<file path="src/rtl/alu_share_if.sv">
// ---------------------------------------------------------------------------
// alu_share_if
// Bundles the signals around the shared ALU arbiter:
//   - two requester channels (valid/ready + op, operand A, operand B)
//   - the operand/op bus driven into the combinational ALU and its result
//   - the one-entry response channel (valid/ready + id + data)
// Modports:
//   slave  : the arbiter side (receives requests, drives ALU bus, owns response)
//   master : the environment side (requesters, ALU result, response consumer)
// ---------------------------------------------------------------------------
interface alu_share_if #(
  parameter int DATA_W = 16,
  parameter int OP_W   = 4
);
  // Requester 0 (execute stage)
  logic              req0_valid;
  logic              req0_ready;
  logic [OP_W-1:0]   req0_op;
  logic [DATA_W-1:0] req0_a;
  logic [DATA_W-1:0] req0_b;

  // Requester 1 (address/branch-target unit)
  logic              req1_valid;
  logic              req1_ready;
  logic [OP_W-1:0]   req1_op;
  logic [DATA_W-1:0] req1_a;
  logic [DATA_W-1:0] req1_b;

  // Shared ALU bus
  logic [OP_W-1:0]   alu_op;
  logic [DATA_W-1:0] alu_a;
  logic [DATA_W-1:0] alu_b;
  logic [DATA_W-1:0] alu_result;

  // Response channel
  logic              rsp_valid;
  logic              rsp_ready;
  logic              rsp_id;
  logic [DATA_W-1:0] rsp_data;

  modport slave (
    input  req0_valid, req0_op, req0_a, req0_b,
    output req0_ready,
    input  req1_valid, req1_op, req1_a, req1_b,
    output req1_ready,
    output alu_op, alu_a, alu_b,
    input  alu_result,
    output rsp_valid, rsp_id, rsp_data,
    input  rsp_ready
  );

  modport master (
    output req0_valid, req0_op, req0_a, req0_b,
    input  req0_ready,
    output req1_valid, req1_op, req1_a, req1_b,
    input  req1_ready,
    input  alu_op, alu_a, alu_b,
    output alu_result,
    input  rsp_valid, rsp_id, rsp_data,
    output rsp_ready
  );
endinterface

</file>
<file path="src/rtl/alu_share_arbiter.sv">
// ---------------------------------------------------------------------------
// alu_share_arbiter
// Shares one combinational DATA_W-bit ALU between the execute stage
// (requester 0) and the address/branch-target unit (requester 1). Each cycle
// the response slot is free, one valid requester is granted, its op/operands
// are driven onto the ALU bus in the same cycle, and the ALU result is
// captured on the clock edge into a one-entry response register tagged with
// the requester id (result visible the cycle after the grant).
//
// Ports:
//   clk    : system clock, all state on the rising edge
//   rst_n  : asynchronous active-low reset
//   bus    : alu_share_if.slave
//            req0_* / req1_* : requester valid/ready/op/a/b
//            alu_op/a/b      : operands to the ALU (zero when nothing granted)
//            alu_result      : combinational ALU result
//            rsp_*           : response valid/ready/id/data
//
// Parameters:
//   DATA_W      : operand/result width
//   OP_W        : ALU op-code width (op 0 = nop)
//   ROUND_ROBIN : 1 = alternate between contending requesters,
//                 0 = fixed priority with requester 0 highest
// ---------------------------------------------------------------------------
module alu_share_arbiter #(
  parameter int DATA_W      = 16,
  parameter int OP_W        = 4,
  parameter int ROUND_ROBIN = 1
) (
  input  logic        clk,
  input  logic        rst_n,
  alu_share_if.slave  bus
);

  // State
  logic              r_rsp_valid;
  logic              r_rsp_id;
  logic [DATA_W-1:0] r_rsp_data;
  logic              r_rr_ptr;     // requester preferred on the next contention

  // Combinational arbitration
  logic              w_slot_free;
  logic              w_any_valid;
  logic              w_winner;
  logic              w_grant;

  // The slot can accept a new result if it is empty or being drained now.
  assign w_slot_free = !r_rsp_valid || bus.rsp_ready;
  assign w_any_valid = bus.req0_valid || bus.req1_valid;

  always_comb begin
    w_winner = 1'b0;
    if (bus.req0_valid && bus.req1_valid) begin
      w_winner = (ROUND_ROBIN != 0) ? r_rr_ptr : 1'b0;
    end else if (bus.req1_valid) begin
      w_winner = 1'b1;
    end
  end

  // rst_n is folded in so nothing is granted (and the ALU sees a nop) while
  // reset is held, even though the empty response slot reads as free.
  assign w_grant = rst_n && w_slot_free && w_any_valid;

  assign bus.req0_ready = w_grant && (w_winner == 1'b0);
  assign bus.req1_ready = w_grant && (w_winner == 1'b1);

  // ALU operand bus: winner's payload on a grant, otherwise all-zero nop.
  always_comb begin
    bus.alu_op = '0;
    bus.alu_a  = '0;
    bus.alu_b  = '0;
    if (w_grant) begin
      if (w_winner) begin
        bus.alu_op = bus.req1_op;
        bus.alu_a  = bus.req1_a;
        bus.alu_b  = bus.req1_b;
      end else begin
        bus.alu_op = bus.req0_op;
        bus.alu_a  = bus.req0_a;
        bus.alu_b  = bus.req0_b;
      end
    end
  end

  // Response register and round-robin pointer. A grant in the same cycle as
  // a drain simply replaces the entry, keeping rsp_valid high.
  always_ff @(posedge clk or negedge rst_n) begin
    if (!rst_n) begin
      r_rsp_valid <= 1'b0;
      r_rsp_id    <= 1'b0;
      r_rsp_data  <= '0;
      r_rr_ptr    <= 1'b0;
    end else begin
      if (w_grant) begin
        r_rsp_valid <= 1'b1;
        r_rsp_id    <= w_winner;
        r_rsp_data  <= bus.alu_result;
        r_rr_ptr    <= ~w_winner;
      end else if (bus.rsp_ready) begin
        r_rsp_valid <= 1'b0;
      end
    end
  end

  assign bus.rsp_valid = r_rsp_valid;
  assign bus.rsp_id    = r_rsp_id;
  assign bus.rsp_data  = r_rsp_data;

endmodule

</file>
<file path="src/flat_wrapper.sv">
// flat-port wrapper written by rule: the top's interface ports become plain ports
module alu_share_arbiter_flat 
#(
  parameter int DATA_W      = 16,
  parameter int OP_W        = 4,
  parameter int ROUND_ROBIN = 1
)
  (clk, rst_n, bus_req0_valid, bus_req0_op, bus_req0_a, bus_req0_b, bus_req0_ready, bus_req1_valid, bus_req1_op, bus_req1_a, bus_req1_b, bus_req1_ready, bus_alu_op, bus_alu_a, bus_alu_b, bus_alu_result, bus_rsp_valid, bus_rsp_id, bus_rsp_data, bus_rsp_ready);
  alu_share_if #(.DATA_W(DATA_W), .OP_W(OP_W)) bus_i ();
  input  logic clk;
  input  logic rst_n;
  input wire logic [$bits(bus_i.req0_valid)-1:0] bus_req0_valid;
  input wire logic [$bits(bus_i.req0_op)-1:0] bus_req0_op;
  input wire logic [$bits(bus_i.req0_a)-1:0] bus_req0_a;
  input wire logic [$bits(bus_i.req0_b)-1:0] bus_req0_b;
  output wire logic [$bits(bus_i.req0_ready)-1:0] bus_req0_ready;
  input wire logic [$bits(bus_i.req1_valid)-1:0] bus_req1_valid;
  input wire logic [$bits(bus_i.req1_op)-1:0] bus_req1_op;
  input wire logic [$bits(bus_i.req1_a)-1:0] bus_req1_a;
  input wire logic [$bits(bus_i.req1_b)-1:0] bus_req1_b;
  output wire logic [$bits(bus_i.req1_ready)-1:0] bus_req1_ready;
  output wire logic [$bits(bus_i.alu_op)-1:0] bus_alu_op;
  output wire logic [$bits(bus_i.alu_a)-1:0] bus_alu_a;
  output wire logic [$bits(bus_i.alu_b)-1:0] bus_alu_b;
  input wire logic [$bits(bus_i.alu_result)-1:0] bus_alu_result;
  output wire logic [$bits(bus_i.rsp_valid)-1:0] bus_rsp_valid;
  output wire logic [$bits(bus_i.rsp_id)-1:0] bus_rsp_id;
  output wire logic [$bits(bus_i.rsp_data)-1:0] bus_rsp_data;
  input wire logic [$bits(bus_i.rsp_ready)-1:0] bus_rsp_ready;
  assign bus_i.req0_valid = bus_req0_valid;
  assign bus_i.req0_op = bus_req0_op;
  assign bus_i.req0_a = bus_req0_a;
  assign bus_i.req0_b = bus_req0_b;
  assign bus_req0_ready = bus_i.req0_ready;
  assign bus_i.req1_valid = bus_req1_valid;
  assign bus_i.req1_op = bus_req1_op;
  assign bus_i.req1_a = bus_req1_a;
  assign bus_i.req1_b = bus_req1_b;
  assign bus_req1_ready = bus_i.req1_ready;
  assign bus_alu_op = bus_i.alu_op;
  assign bus_alu_a = bus_i.alu_a;
  assign bus_alu_b = bus_i.alu_b;
  assign bus_i.alu_result = bus_alu_result;
  assign bus_rsp_valid = bus_i.rsp_valid;
  assign bus_rsp_id = bus_i.rsp_id;
  assign bus_rsp_data = bus_i.rsp_data;
  assign bus_i.rsp_ready = bus_rsp_ready;
  alu_share_arbiter #(.DATA_W(DATA_W), .OP_W(OP_W), .ROUND_ROBIN(ROUND_ROBIN)) u_core (.clk(clk), .rst_n(rst_n), .bus(bus_i));
endmodule
</file>
<file path="config.mk">
export PLATFORM = sky130hd
export DESIGN_NAME = alu_share_arbiter_flat
export DESIGN_NICKNAME = d
export VERILOG_FILES = /design/src/rtl/alu_share_if.sv /design/src/rtl/alu_share_arbiter.sv /design/src/flat_wrapper.sv
export SDC_FILE = /design/constraint.sdc
export NUM_CORES = 1
export LEC_CHECK = 0
export CAP_MARGIN = 5
export CORE_MARGIN = 4
export CORE_UTILIZATION = 23
export CTS_BUF_LIST = sky130_fd_sc_hd__clkbuf_16
export DETAILED_ROUTE_END_ITERATION = 6
export PLACE_DENSITY_LB_ADDON = 0.12
export REMOVE_ABC_BUFFERS = 1
export SYNTH_ARGS = -nofsm -noshare
export SYNTH_HDL_FRONTEND = slang
export SYNTH_SLANG_ARGS = --single-unit
</file>
<file path="constraint.sdc">
create_clock -name clk -period 1.25 [get_ports clk]
set_input_delay 0.25 -clock clk [delete_from_list [all_inputs] [get_ports clk]]
set_output_delay 0.25 -clock clk [all_outputs]
set_load 0.01 [all_outputs]
</file>
==> impl_metrics.ini <==
[run_status]
status = complete, but fails checks
violations = setup timing

[drt]
wl_per_cell_um = 17.5
drc_errors = 0
finalWirelength_um = 5750
postRouteAntennaNets = 0
firstDrtPassIters = 4
drt_iter0_drc = 24
viasPerCell = 4.55
vias = 1494

[die]
core_area_um2 = 4880
die_area_um2 = 6390
initial_core_util = 0.244
die_h_um = 79.9
row_count = 25
io_pins = 149
die_x_um = 79.9

[grt]
grt_pass1_wl_um = 8360
grt_remaining_overflow = 0
grt_max_degree = 20
grt_use_total = 0.170
grt_pass1_vias = 1641
antenna_found_initial = 0

[timing]
hold_viol_final = 0
maxSlewViolCount = 0
tightest_slew_ps = 264
period_needed_ps = 1850
setup_slack_ps = -604
maxSlewHeadroom = 0.823
clock_skew_ps = 3.82
rsz0062_at_grt = yes
fin_crit_sh = 1.48
setup_viol = 56
fin_tns_setup_ps = -22820
fmax_mhz = 539

[clocking]
clk_pin_slew_worst_paths_ps = 50
clock_tree.buffer_depth = 2
clkLatencyLatePin_ps = 250
cts_buffers = 3
cts_tree = built
cts_root_buf = clkbuf_16
cts.htree.levels = 1
cts_hold_buf = 0
cts.sinks = 19

[pwr]
p_per_area_nw_per_um2 = 866
p_leak_nw = 1.42
peakVddDrop_mv = 0.601

[worst_setup_path]
crit_path_start_kind = flip-flop
cp.required_ps = 1000
criticalPathCategory = reg -> out
arrival_ps = 1600
cp_max_fo = 5
endpoint_kind = output pin
reg2reg_depth = 6

[synth]
syn_avg_cell_area_um2 = 13.1
yosysSeqAreaShare = 0.400
synth_cell_types = 15
synth_top_area_frac = 0.400
yosys_warnings = 0
syn_area_um2 = 1190
yosysTopAreaCell = dfrtp_1
synth_seq_cells = 19
synthCells = 91
synthTopCellsByArea = dfrtp_1 40%, a22o_1 26%, mux2_4 10%, mux2_2 7.6%, buf_6 6.6%

[finish]
fillers = 433
final_util = 0.619
instances_no_fill = 328
diodes = 0
drive_above_1_share = 0.356
final_cell_mix = 88 x clkdlybuf4s50_1, 36 x a22o_1, 29 x buf_2
nets = 355
area_growth_pct = 154
layout_commonest_cell = clkdlybuf4s50_1
design_area_um2 = 3020
multi_input_area_um2 = 646
regArea_um2 = 475

[place]
dp_cells = 305
place_congestion = 0.692
dpl_worst_slack_ps = -990
post_dp_cell_area_um2 = 2750
io_buffers = 148
hpwl_um = 4160

[min_path]
min_path_type = in -> async

[flow_run]
cap_violations = 0
-- power breakdown --
group          switching, mW  internal, mW
sequential            0.0519         0.724
combinational          0.416         0.802
clock                  0.201         0.424
total                  0.669          1.95
-- synthesized netlist by cell type (all sizes together) --
cell type,n
o2111a,1
nor2b,1
nand2b,1
buf,10
and4,1
dfrtp,19
a22o,36
o21ai,1
mux2,16
inv,1
o21ba,2
nand2,2
-- per-layer routing --
metal / vias to the layer above / part of all wire / global-route usage
met4: 0 / 0.018 / 0.0490
met3: 8 / 0.082 / 0.0553
met1: 701 / 0.36 / 0.185
li1: 703 / - / -
met2: 82 / 0.54 / 0.311
met5: - / 0 / 0
-- what timing repair did --
item	CTS	global route
setup buffers	14	3
gates resized for setup	213	8
endpoints found under the setup margin	75	56
pin swaps	3	7
gates cloned	7	2
-- state kept, by name (all words and copies together), names as in the netlist --
name                  count
u_core.bus.rsp_data      16
u_core.r_rr_ptr           1
u_core.bus.rsp_valid      1
u_core.bus.rsp_id         1
-- worst max-delay path, cell delays in order, from the launching register on --
cell and delay (ps):
dfrtp_1 380, o2111a_2 280, buf_6 140, buf_12 130, buf_16 120, a22o_1 170
buf_2 140
-- path summary, 6_finish.rpt --
path                                                    start                                 end  slack [ps]
setup / recovery                  u_core.r_rr_ptr$_DFFE_PN0P_                        bus_alu_b[6]        -600
hold / removal                                          rst_n         u_core.r_rr_ptr$_DFFE_PN0P_          50
setup reg to reg                  u_core.r_rr_ptr$_DFFE_PN0P_         u_core.r_rr_ptr$_DFFE_PN0P_        -160
hold reg to reg            u_core.bus.rsp_data[7]$_DFFE_PN0P_  u_core.bus.rsp_data[7]$_DFFE_PN0P_         500
max in group asynchronous                               rst_n  u_core.bus.rsp_data[8]$_DFFE_PN0P_        1050
min in group clk           u_core.bus.rsp_data[7]$_DFFE_PN0P_  u_core.bus.rsp_data[7]$_DFFE_PN0P_         500
-- per-stage QoR --
step	total power, mW	hold slack (ps)
floorplan	1.16	-45.6
global placement	1.95	488
detailed placement	1.95	493
CTS	2.67	48.4
global route	2.76	54.3
finish	2.62	52.9
-- final cells by class --
type | count | area share
Timing Repair Buffer | 176 | 0.574
Multi-Input combinational cell | 61 | 0.214
Sequential cell | 19 | 0.157
Tap cell | 67 | 0.0277
Clock buffer | 3 | 0.0248
Clock inverter | 1 | 0.00124
Inverter | 1 | 0.00124
-- kinds of logic after synthesis --
group,after synthesis,synth area share
compound gates,40,0.297
mux,16,0.177
flops,19,0.400
buf+inv,11,0.0946
simple gates,5,0.0326
(Power assumes the default switching activity.)
